**src/rtl/matvec_pkg.sv**
```systemverilog
// Shared Q4.12 matvec types and constants: element width, fraction bits,
// saturation limits and the result-collector state encoding.
package matvec_pkg;

  localparam int unsigned DATA_WIDTH = 16;
  localparam int unsigned FRAC_BITS  = 12;

  localparam logic signed [DATA_WIDTH-1:0] Q412_MAX = {1'b0, {(DATA_WIDTH-1){1'b1}}};
  localparam logic signed [DATA_WIDTH-1:0] Q412_MIN = {1'b1, {(DATA_WIDTH-1){1'b0}}};

  typedef enum logic [1:0] {
    ST_IDLE,
    ST_COLLECT,
    ST_DRAIN,
    ST_DONE
  } mv_state_e;

endpackage

```
**src/rtl/q412_sat_add.sv**
```systemverilog
// Q4.12 add at one extra bit of width, clamped back to the element range.
module q412_sat_add
  import matvec_pkg::*;
(
  input  logic signed [DATA_WIDTH-1:0] i_a,
  input  logic signed [DATA_WIDTH-1:0] i_b,
  output logic signed [DATA_WIDTH-1:0] o_sum,
  output logic                         o_sat
);

  logic signed [DATA_WIDTH:0] w_wide;

  assign w_wide = {i_a[DATA_WIDTH-1], i_a} + {i_b[DATA_WIDTH-1], i_b};

  // Top two bits disagree exactly when the sum left the 16-bit range.
  assign o_sat = w_wide[DATA_WIDTH] ^ w_wide[DATA_WIDTH-1];
  assign o_sum = !o_sat ? w_wide[DATA_WIDTH-1:0]
               : (w_wide[DATA_WIDTH] ? Q412_MIN : Q412_MAX);

endmodule

```
**src/rtl/matvec_result_collector.sv**
```systemverilog
// Collects per-row matvec results (optionally + bias, saturated) and streams
// them out in BANDWIDTH-lane chunks. Define BIAS_ADD_EN to build the bias store.
module matvec_result_collector
  import matvec_pkg::*;
#(
  parameter int unsigned MAX_ROWS   = 64,
  parameter int unsigned BANDWIDTH  = 4,
  parameter int unsigned DATA_WIDTH = matvec_pkg::DATA_WIDTH
) (
  input  logic                                        clk,
  input  logic                                        rst,
  input  logic                                        start,
  input  logic [$clog2(MAX_ROWS):0]                   num_rows,
  input  logic signed [DATA_WIDTH-1:0]                result_in,
  input  logic                                        result_valid,
  input  logic                                        bias_write_enable,
  input  logic [$clog2(MAX_ROWS)-1:0]                 bias_addr,
  input  logic signed [DATA_WIDTH-1:0]                bias_in,
  output logic signed [BANDWIDTH-1:0][DATA_WIDTH-1:0] chunk_out,
  output logic [$clog2(MAX_ROWS)-1:0]                 chunk_base_addr,
  output logic                                        chunk_valid,
  input  logic                                        chunk_ready,
  output logic                                        busy,
  output logic                                        done,
  output logic                                        sat_flag,
  output logic                                        drop_flag
);

  localparam int unsigned ADDR_W = $clog2(MAX_ROWS);
  localparam int unsigned CNT_W  = ADDR_W + 1;

  mv_state_e r_state, w_state_next;

  logic [CNT_W-1:0] r_num_rows;
  logic [CNT_W-1:0] r_row_cnt;
  logic [CNT_W-1:0] r_chunk_idx, w_chunk_idx_next;

  logic signed [DATA_WIDTH-1:0] r_rows [MAX_ROWS];

  logic signed [BANDWIDTH-1:0][DATA_WIDTH-1:0] r_chunk_out, w_lanes;
  logic [ADDR_W-1:0] r_chunk_base;
  logic r_chunk_valid, r_busy, r_done, r_sat, r_drop;

  logic w_beat, w_last_beat, w_xfer, w_last_chunk;
  logic signed [DATA_WIDTH-1:0] w_add_b, w_store_val;
  logic w_add_sat, w_store_sat;

  function automatic logic [31:0] lane_row(input logic [CNT_W-1:0] idx, input int unsigned lane);
    return 32'(idx) * BANDWIDTH + lane;
  endfunction

  assign w_beat       = (r_state == ST_COLLECT) && result_valid && !start;
  assign w_last_beat  = w_beat && ((r_row_cnt + CNT_W'(1)) == r_num_rows);
  assign w_xfer       = r_chunk_valid && chunk_ready;
  assign w_last_chunk = (32'(r_chunk_idx) + 32'd1) * BANDWIDTH >= 32'(r_num_rows);

`ifdef BIAS_ADD_EN
  logic signed [DATA_WIDTH-1:0] r_bias [MAX_ROWS];

  // Bias store survives reset; a same-cycle write is seen only by later reads.
  always_ff @(posedge clk) begin
    if (bias_write_enable) r_bias[bias_addr] <= bias_in;
  end

  assign w_add_b     = r_bias[r_row_cnt[ADDR_W-1:0]];
  assign w_store_sat = w_add_sat;
`else
  logic w_unused_bias;

  assign w_add_b       = '0;
  assign w_store_sat   = 1'b0;
  assign w_unused_bias = ^{bias_write_enable, bias_addr, bias_in, w_add_sat};
`endif

  q412_sat_add u_sat_add (
    .i_a   (result_in),
    .i_b   (w_add_b),
    .o_sum (w_store_val),
    .o_sat (w_add_sat)
  );

  always_ff @(posedge clk) begin
    if (w_beat && (32'(r_row_cnt) < MAX_ROWS)) r_rows[r_row_cnt[ADDR_W-1:0]] <= w_store_val;
  end

  // Next state; start restarts from any state.
  always_comb begin
    w_state_next     = r_state;
    w_chunk_idx_next = r_chunk_idx;
    if (start) begin
      w_state_next     = (num_rows == '0) ? ST_DONE : ST_COLLECT;
      w_chunk_idx_next = '0;
    end else begin
      case (r_state)
        ST_IDLE:    w_state_next = ST_IDLE;
        ST_COLLECT: if (w_last_beat) w_state_next = ST_DRAIN;
        ST_DRAIN: begin
          if (w_xfer) begin
            if (w_last_chunk) w_state_next = ST_DONE;
            else w_chunk_idx_next = r_chunk_idx + CNT_W'(1);
          end
        end
        ST_DONE:    w_state_next = ST_IDLE;
        default:    w_state_next = ST_IDLE;
      endcase
    end
  end

  // Lanes of the next chunk; the final beat bypasses the row store.
  always_comb begin
    w_lanes = '0;
    for (int unsigned i = 0; i < BANDWIDTH; i++) begin
      if (lane_row(w_chunk_idx_next, i) < 32'(r_num_rows)) begin
        if (w_beat && (ADDR_W'(lane_row(w_chunk_idx_next, i)) == r_row_cnt[ADDR_W-1:0]))
          w_lanes[i] = w_store_val;
        else
          w_lanes[i] = r_rows[ADDR_W'(lane_row(w_chunk_idx_next, i))];
      end
    end
  end

  always_ff @(posedge clk or posedge rst) begin
    if (rst) begin
      r_state       <= ST_IDLE;
      r_num_rows    <= '0;
      r_row_cnt     <= '0;
      r_chunk_idx   <= '0;
      r_chunk_out   <= '0;
      r_chunk_base  <= '0;
      r_chunk_valid <= 1'b0;
      r_busy        <= 1'b0;
      r_done        <= 1'b0;
      r_sat         <= 1'b0;
      r_drop        <= 1'b0;
    end else begin
      r_state     <= w_state_next;
      r_chunk_idx <= w_chunk_idx_next;
      if (start) begin
        r_num_rows <= num_rows;
        r_row_cnt  <= '0;
        r_sat      <= 1'b0;
        r_drop     <= 1'b0;
      end else begin
        if (w_beat) r_row_cnt <= r_row_cnt + CNT_W'(1);
        if (w_beat && w_store_sat) r_sat <= 1'b1;
        if (result_valid && (r_state != ST_COLLECT)) r_drop <= 1'b1;
      end
      r_chunk_valid <= (w_state_next == ST_DRAIN);
      r_busy        <= (w_state_next == ST_COLLECT) || (w_state_next == ST_DRAIN);
      r_done        <= (w_state_next == ST_DONE);
      r_chunk_out   <= (w_state_next == ST_DRAIN) ? w_lanes : '0;
      r_chunk_base  <= (w_state_next == ST_DRAIN) ? ADDR_W'(32'(w_chunk_idx_next) * BANDWIDTH) : '0;
    end
  end

  assign chunk_out       = r_chunk_out;
  assign chunk_base_addr = r_chunk_base;
  assign chunk_valid     = r_chunk_valid;
  assign busy            = r_busy;
  assign done            = r_done;
  assign sat_flag        = r_sat;
  assign drop_flag       = r_drop;

endmodule
```
**config.mk**
```make
export PLATFORM = sky130hd
export DESIGN_NAME = matvec_result_collector
export DESIGN_NICKNAME = d
export VERILOG_FILES = /design/src/rtl/matvec_pkg.sv /design/src/rtl/q412_sat_add.sv /design/src/rtl/matvec_result_collector.sv
export SDC_FILE = /design/constraint.sdc
export NUM_CORES = 1
export LEC_CHECK = 0
export ABC_CLOCK_PERIOD_IN_PS = 4600
export CORE_MARGIN = 1
export CORE_UTILIZATION = 55
export CTS_CLUSTER_SIZE = 25
export DETAILED_ROUTE_END_ITERATION = 12
export PLACE_DENSITY = 0.72
export SLEW_MARGIN = 20
export SYNTH_ARGS = -nofsm -noshare
export SYNTH_HDL_FRONTEND = slang
export SYNTH_SLANG_ARGS = --single-unit
```
**constraint.sdc**
```tcl
create_clock -name clk -period 4.6 [get_ports clk]
set_input_delay 0.69 -clock clk [delete_from_list [all_inputs] [get_ports clk]]
set_output_delay 0.69 -clock clk [all_outputs]
set_load 0.05 [all_outputs]
```
==> results.ini, run 1 <==
[run_status]
status=finished clean

[synthesis]
syn_area_per_cell_um2=15.08
synth-edff-count=1024
synth.distinct_cells=57
yosysTopAreaCell=edfxtp_1
syn_area_um2=43770
syn_inst=2902
async_flop_share=0.08490
synth-seq-cells=1119
ys.flop_type=edfxtp_1
synth-warning-count=0
yosys-top-cells-area=edfxtp_1, dfrtp_1, nand2_1
synth_top_area_frac=0.7025
seq_area_frac_synth=0.7568

[sta]
finalCritPeriodShare=0.9668
tightest_slew_ns=0.8965
final-hold-violation-count=0
achievable-frequency_mhz=224.9
skew_ns=0.02494
final-setup-viol-count=0
drv_slew=0
slew_headroom=0.4023
min_period_ns=4.447

[critical_path]
critPathLaunchType=register
crit_required_ns=5.20
regToRegSetupSlack_ns=0.15
timing.rr.end=chunk_out[29]
ff2ff_path_depth=20
path_max_fanout=10
crit_arrival_ns=5.05
critPathCaptureType=register
crit_type=reg -> reg
r2r_start=r_chunk_idx[0]

[final_layout]
design_area_um2=51250
n_fill_cell=5504
fin_nets=3238
mostFrequentLayoutCells=edfxtp_1, nand2_1, buf_4
drive_above_1_share=0.1479
stdcell_count=4316
final_common_cell=edfxtp_1
area_growth_pct=17.08
seqCellArea_um2=33130
multi_input_area_um2=9942

[cts]
max-clock-path-buffers=3
clock_latency_ns=0.69
post-cts-setup-buffers=0
numCtsBuffers=108
cts_tree=yes
cts-root-buf=clkbuf_16
cts_sinks=1119
clk_pin_slew_ns=0.06
cts-htree-levels=3

[detailed_routing]
drtAntennaViolNets=0
drtIter0Drc=3308
wl_per_cell_um=26.56
route.vias.total=27370
finalWirelength_mm=114.6
vias_per_cell=6.341
drc=0
drt_first_pass_iters=6

[place]
portBuffers=99
dp_cells=4109
place_congestion=0.8505
postPlaceCellArea_um2=47460
dpl.hpwl_mm=64.67

[grt]
grt_max_degree=113
grt_pass1_wl_mm=170.9
grt_pass1_vias=27430
antenna_found_initial=7
gr-total-overflow=0
track_usage=0.2834

[power]
p_int_w=0.01654
ir_drop_mv=0.3495
powerDensity_nw_per_um2=404.8
switching_share=0.2026
p_seq_frac=0.538
p_leak_nw=17.47
p_comb_frac=0.025
clock_power_share=0.437
switchingPower_w=0.004201

[min_path]
min_from=result_in[8]
hold-path-endpoint=r_rows[27][8]
hold_path_depth=1
hp-class=in -> reg

[flow_run]
drv_cap=0

[die]
ios=126
start_util=0.5550
core_area_um2=78870
die_width_um=284.1
placementRows=103
chipHeight_um=284.1
die_area_um2=80710

sequential cells by signal, indices dropped and copies added (netlist names):
register and cells:
drop_flag 1, busy 1, r_rows 1024, r_chunk_idx 7, chunk_out 64, done 1, r_num_rows 7, r_row_cnt 7
chunk_base_addr 4, r_state 2, chunk_valid 1
how the worst max path moves through the flow:
stage,cells past startpoint,end,start,slack (ns)
2_1_floorplan,22,chunk_out[38],r_chunk_idx[0],0.0004
6_report,20,chunk_out[29],r_chunk_idx[0],0.15
3_3_place_gp,13,chunk_out[49],chunk_ready,-0.17
4_1_cts,20,chunk_out[59],r_chunk_idx[1],0.01
5_1_grt,19,chunk_out[62],r_chunk_idx[0],-0.01
3_5_place_dp,16,chunk_out[29],chunk_ready,-0.21
layer usage:
metal,part of all wire,global-route usage,vias to the layer above
li1,-,-,11680
met3,0.096,0.04839,221
met2,0.48,0.4562,1614
met4,0.028,0.09610,10
met5,0.00050,0,-
met1,0.39,0.3953,13840
worst max-delay path, cell delays in order (launching register included):
cell and delay, ns:
dfrtp_1 0.41, ha_4 0.15, nand3_1 0.07, xnor2_1 0.13, ha_1 0.19, a2111o_1 0.43, a211oi_2 0.25, buf_4 0.14
nor2b_1 0.05, a211oi_1 0.18, buf_4 0.15, ha_2 0.20, buf_12 0.11, or3b_2 0.43, a211o_1 0.33, o21bai_2 0.23
buf_4 0.16, a21o_4 0.25, buf_4 0.18, o21bai_1 0.16, o2bb2ai_1 0.14
final cells by class:
class                   count  area share
diodes                      1  0.00004883
well taps                1050     0.02564
clock inverters            60     0.01201
repair buffers            341     0.05882
flip-flops and latches   1119      0.6465
multi-input cells        1562      0.1940
clock buffers             146     0.06011
inverters                  37    0.002905
power groups by stage:
stage,Clock (W),Combinational (W),Sequential (W)
6_report,0.00907,0.000509,0.0112
5_1_grt,0.00956,0.000539,0.0112
4_1_cts,0.00916,0.000500,0.0112
3_5_place_dp,0,0.000498,0.0114
3_3_place_gp,0,0.000479,0.0114
2_1_floorplan,0,0.000128,0.0114
cells in the mapped netlist (all sizes together), types with 2 or more instances:
library cell  number
a32oi             96
nor2b              5
a211o              2
ha                18
edfxtp          1024
xnor2             13
and2               5
a2111o             2
a32o              32
a21o              20
nand2            490
o21bai            34
a211oi            39
a2bb2o             2
and3              37
mux4              16
buf               59
or2                2
clkbuf           127
a31oi              2
nor4              19
o32ai             16
or3                7
nor2              86
o2bb2ai           30
xor2              10
nand3             61
a21oi            154
nand4              2
mux2i            162
inv               37
o22ai             33
nand2b             3
mux2               4
nor3               8
dfrtp             95
o21ai            106
a2111oi           34
per-stage QoR:
stage	setup TNS, ns	util	power [W]	setup WS, ns	hold WS (ns)
floorplan	0	-	0.01154	0.0003686	0.5165
global placement	-1.933	0.6018	0.01185	-0.1736	0.4995
detailed placement	-3.952	0.6018	0.01187	-0.2052	0.5042
CTS	0	0.6487	0.02081	0.01149	0.3126
global route	-0.01580	0.6497	0.02125	-0.01143	0.3368
finish	0	0.6497	0.02074	0.1527	0.3369
kinds of logic after synthesis:
group	Yosys count	share of synthesized area
AOI/OAI and AO/OA	605	0.09622
xor gates and xnor gates	23	0.004602
adders and majority gates	18	0.005146
buffers and inverters	223	0.02070
DFF	1119	0.7568
muxes	182	0.04631
other	1	0.00008568
and+or+nand+nor	731	0.07009
timing repair:
| action | CTS | global route |
|---|---|---|
| setup endpoints to repair | 10 | 64 |
| hold buffers | 0 | 0 |
| resized for setup | 3 | 24 |
Note: power is estimated with default switching activity, not from simulation.
==> run 2, diff against run 1 <==
--- a/config.mk
+++ b/config.mk
@@ -5,12 +5,13 @@
 export SDC_FILE = /design/constraint.sdc
 export NUM_CORES = 1
 export LEC_CHECK = 0
-export ABC_CLOCK_PERIOD_IN_PS = 4600
+export ABC_CLOCK_PERIOD_IN_PS = 4200
+export CORE_ASPECT_RATIO = 0.5
 export CORE_MARGIN = 1
-export CORE_UTILIZATION = 55
+export CORE_UTILIZATION = 61
 export CTS_CLUSTER_SIZE = 25
 export DETAILED_ROUTE_END_ITERATION = 12
-export PLACE_DENSITY = 0.72
+export PLACE_DENSITY = 0.76
 export SLEW_MARGIN = 20
 export SYNTH_ARGS = -nofsm -noshare
 export SYNTH_HDL_FRONTEND = slang
==> constraint.sdc (replaced) <==
create_clock -name clk -period 4.2 [get_ports clk]
set_input_delay 0.63 -clock clk [delete_from_list [all_inputs] [get_ports clk]]
set_output_delay 0.63 -clock clk [all_outputs]
set_load 0.05 [all_outputs]
==> run 2 against run 1 <==
  * Final area up 1.1%
  * Combinational power up 19%
  * Worst hold slack better by 0.0024 ns
  * The flow now finishes with violations (negative setup slack)
  * Clock skew about the same
  * Maximum frequency up 0.80%
  * Largest cell class unchanged
  * Setup slack worse by 0.36 ns
  * Largest power group unchanged
  * Clock-buffer cell count down 28
  * Core utilization up 8.0 points
==> results.ini, run 2 (same netlist as run 1, synthesis figures left out) <==
[run_status]
status=complete, but fails checks
failed_checks=negative setup slack

[final_layout]
fin_nets=3230
area_growth_pct=18.39
n_fill_cell=4100
final_core_util=0.7302
mostFrequentLayoutCells=edfxtp_1, nand2_1, buf_4
multi_input_area_um2=10700
drive_above_1_share=0.1695
largest_register_ffs=1024
antenna_cells=0
stdcell_count=4197
seqCellArea_um2=33130
final_common_cell=edfxtp_1

[critical_path]
crit_arrival_ns=4.99
ff2ff_path_depth=18
path_cells=and3_1 > xor2_1 > ha_1 > a21oi_2 > o21ai_1 > buf_4 > a2111oi_4 > xnor2_2 > nor2_4 > ha_4 > a21o_1 > a211o_4 > o21bai_4 > buf_6 > a31oi_4 > nand2_2 > buf_12 > o32ai_2
critPathMaxStageDelay_ns=0.44
crit_slowest_cell=dfrtp_1
path_max_fanout=16
critPathCaptureType=register
crit_required_ns=4.78
critPathLaunchType=register
crit_type=reg -> reg

[power]
ir_drop_mv=0.3212
total_power_w=0.02174
p_leak_nw=17.45
powerDensity_nw_per_um2=419.6

[die]
ios=126
placementRows=69
die_width_um=380.8
start_util=0.6168
die_area_um2=72890
core_area_um2=70970
chipHeight_um=191.4

[cts]
ctsHoldBuffers=0
cts-root-buf=clkbuf_16
max-clock-path-buffers=3
clk_pin_slew_ns=0.07
cts_tree=yes
numCtsBuffers=93
cts_sinks=1119
cts-htree-levels=3
clock_latency_ns=0.70

[detailed_routing]
route.vias.total=27710
drtIter0Drc=4034
vias_per_cell=6.601
finalWirelength_mm=115.9
drc=0
drtAntennaViolNets=0
wl_per_cell_um=27.60
drt_first_pass_iters=6

[sta]
drv_slew=0
timing.hold.ws_ns=0.3394
achievable-frequency_mhz=226.6
final-setup-viol-count=51
tightest_slew_ns=1.174
grt_setup_unrepaired=yes
min_period_ns=4.412
fin_ws_ns=-0.2122
slew_headroom=0.2171
final-hold-violation-count=0
skew_ns=0.02465
finalCritPeriodShare=1.051

[grt]
grt_pass1_wl_mm=164.4
grt_max_degree=177
gr-total-overflow=0
grt_pass1_vias=26580
antenna_found_initial=0
track_usage=0.3064

[min_path]
hold_path_depth=3
hp-class=in -> reg

[place]
dpl.hpwl_mm=62.43
dp_cells=3990
portBuffers=99
place_congestion=0.8562

[flow_run]
drv_cap=0

==> run 2: power by group <==
part / switching [W] / internal, W
Combinational: 0.000446 / 0.000159
Sequential: 0.0000233 / 0.0122
Clock: 0.00404 / 0.00489
==> run 2: worst max-delay path, delay by kind of cell, from the launching register on <==
kind	cells	cell delay [ns]
AO/OA/AOI/OAI	8	1.93
XOR/XNOR	2	0.49
adder cells (fa/ha/maj)	2	0.51
buffers and inverters	3	0.46
flip-flops	1	0.44
AND/OR/NAND/NOR	3	0.45
==> run 2: per-layer routing <==
layer	global-route usage	up-vias	wire length, um
li1	-	11660	-
met2	0.4783	1928	53930
met3	0.06683	253	13550
met5	0	-	0
met1	0.4330	13860	44680
met4	0.1040	0	3688
==> run 2: worst paths after layout <==
path	startpoint	end	slack, ns
setup / recovery	r_chunk_idx[2]	chunk_out[33]	-0.21
hold / removal	start	drop_flag	0.34
setup reg to reg	r_chunk_idx[2]	chunk_out[33]	-0.21
hold reg to reg	drop_flag	drop_flag	0.51
max in group asynchronous	rst	chunk_out[12]	2.96
min in group asynchronous	rst	chunk_out[62]	0.40
==> run 2: area by class of cell <==
cell class,count,share of cell area
timing repair buffer,348,0.06797
clock buffer,118,0.04829
inverter,37,0.002873
sequential,1119,0.6393
tap,958,0.02313
multi-input combinational,1562,0.2065
clock inverter,55,0.01186
==> run 2: repair_timing <==
action	CTS	global route
pin swaps	5	28
setup endpoints to repair	64	64
cloned	1	9
gates resized for setup	17	132
setup buffers	6	20
==> run 2: stage by stage <==
stage,cell area [um^2],TNS [ns],worst slack (ns)
after floorplan,44070,-5.569,-0.1575
after global placement,47440,-0.08120,-0.07318
after detailed placement,47440,-2.654,-0.2209
after CTS,50720,-0.01439,-0.01053
after global routing,51820,-12.15,-0.3035
final,51820,-4.812,-0.2122
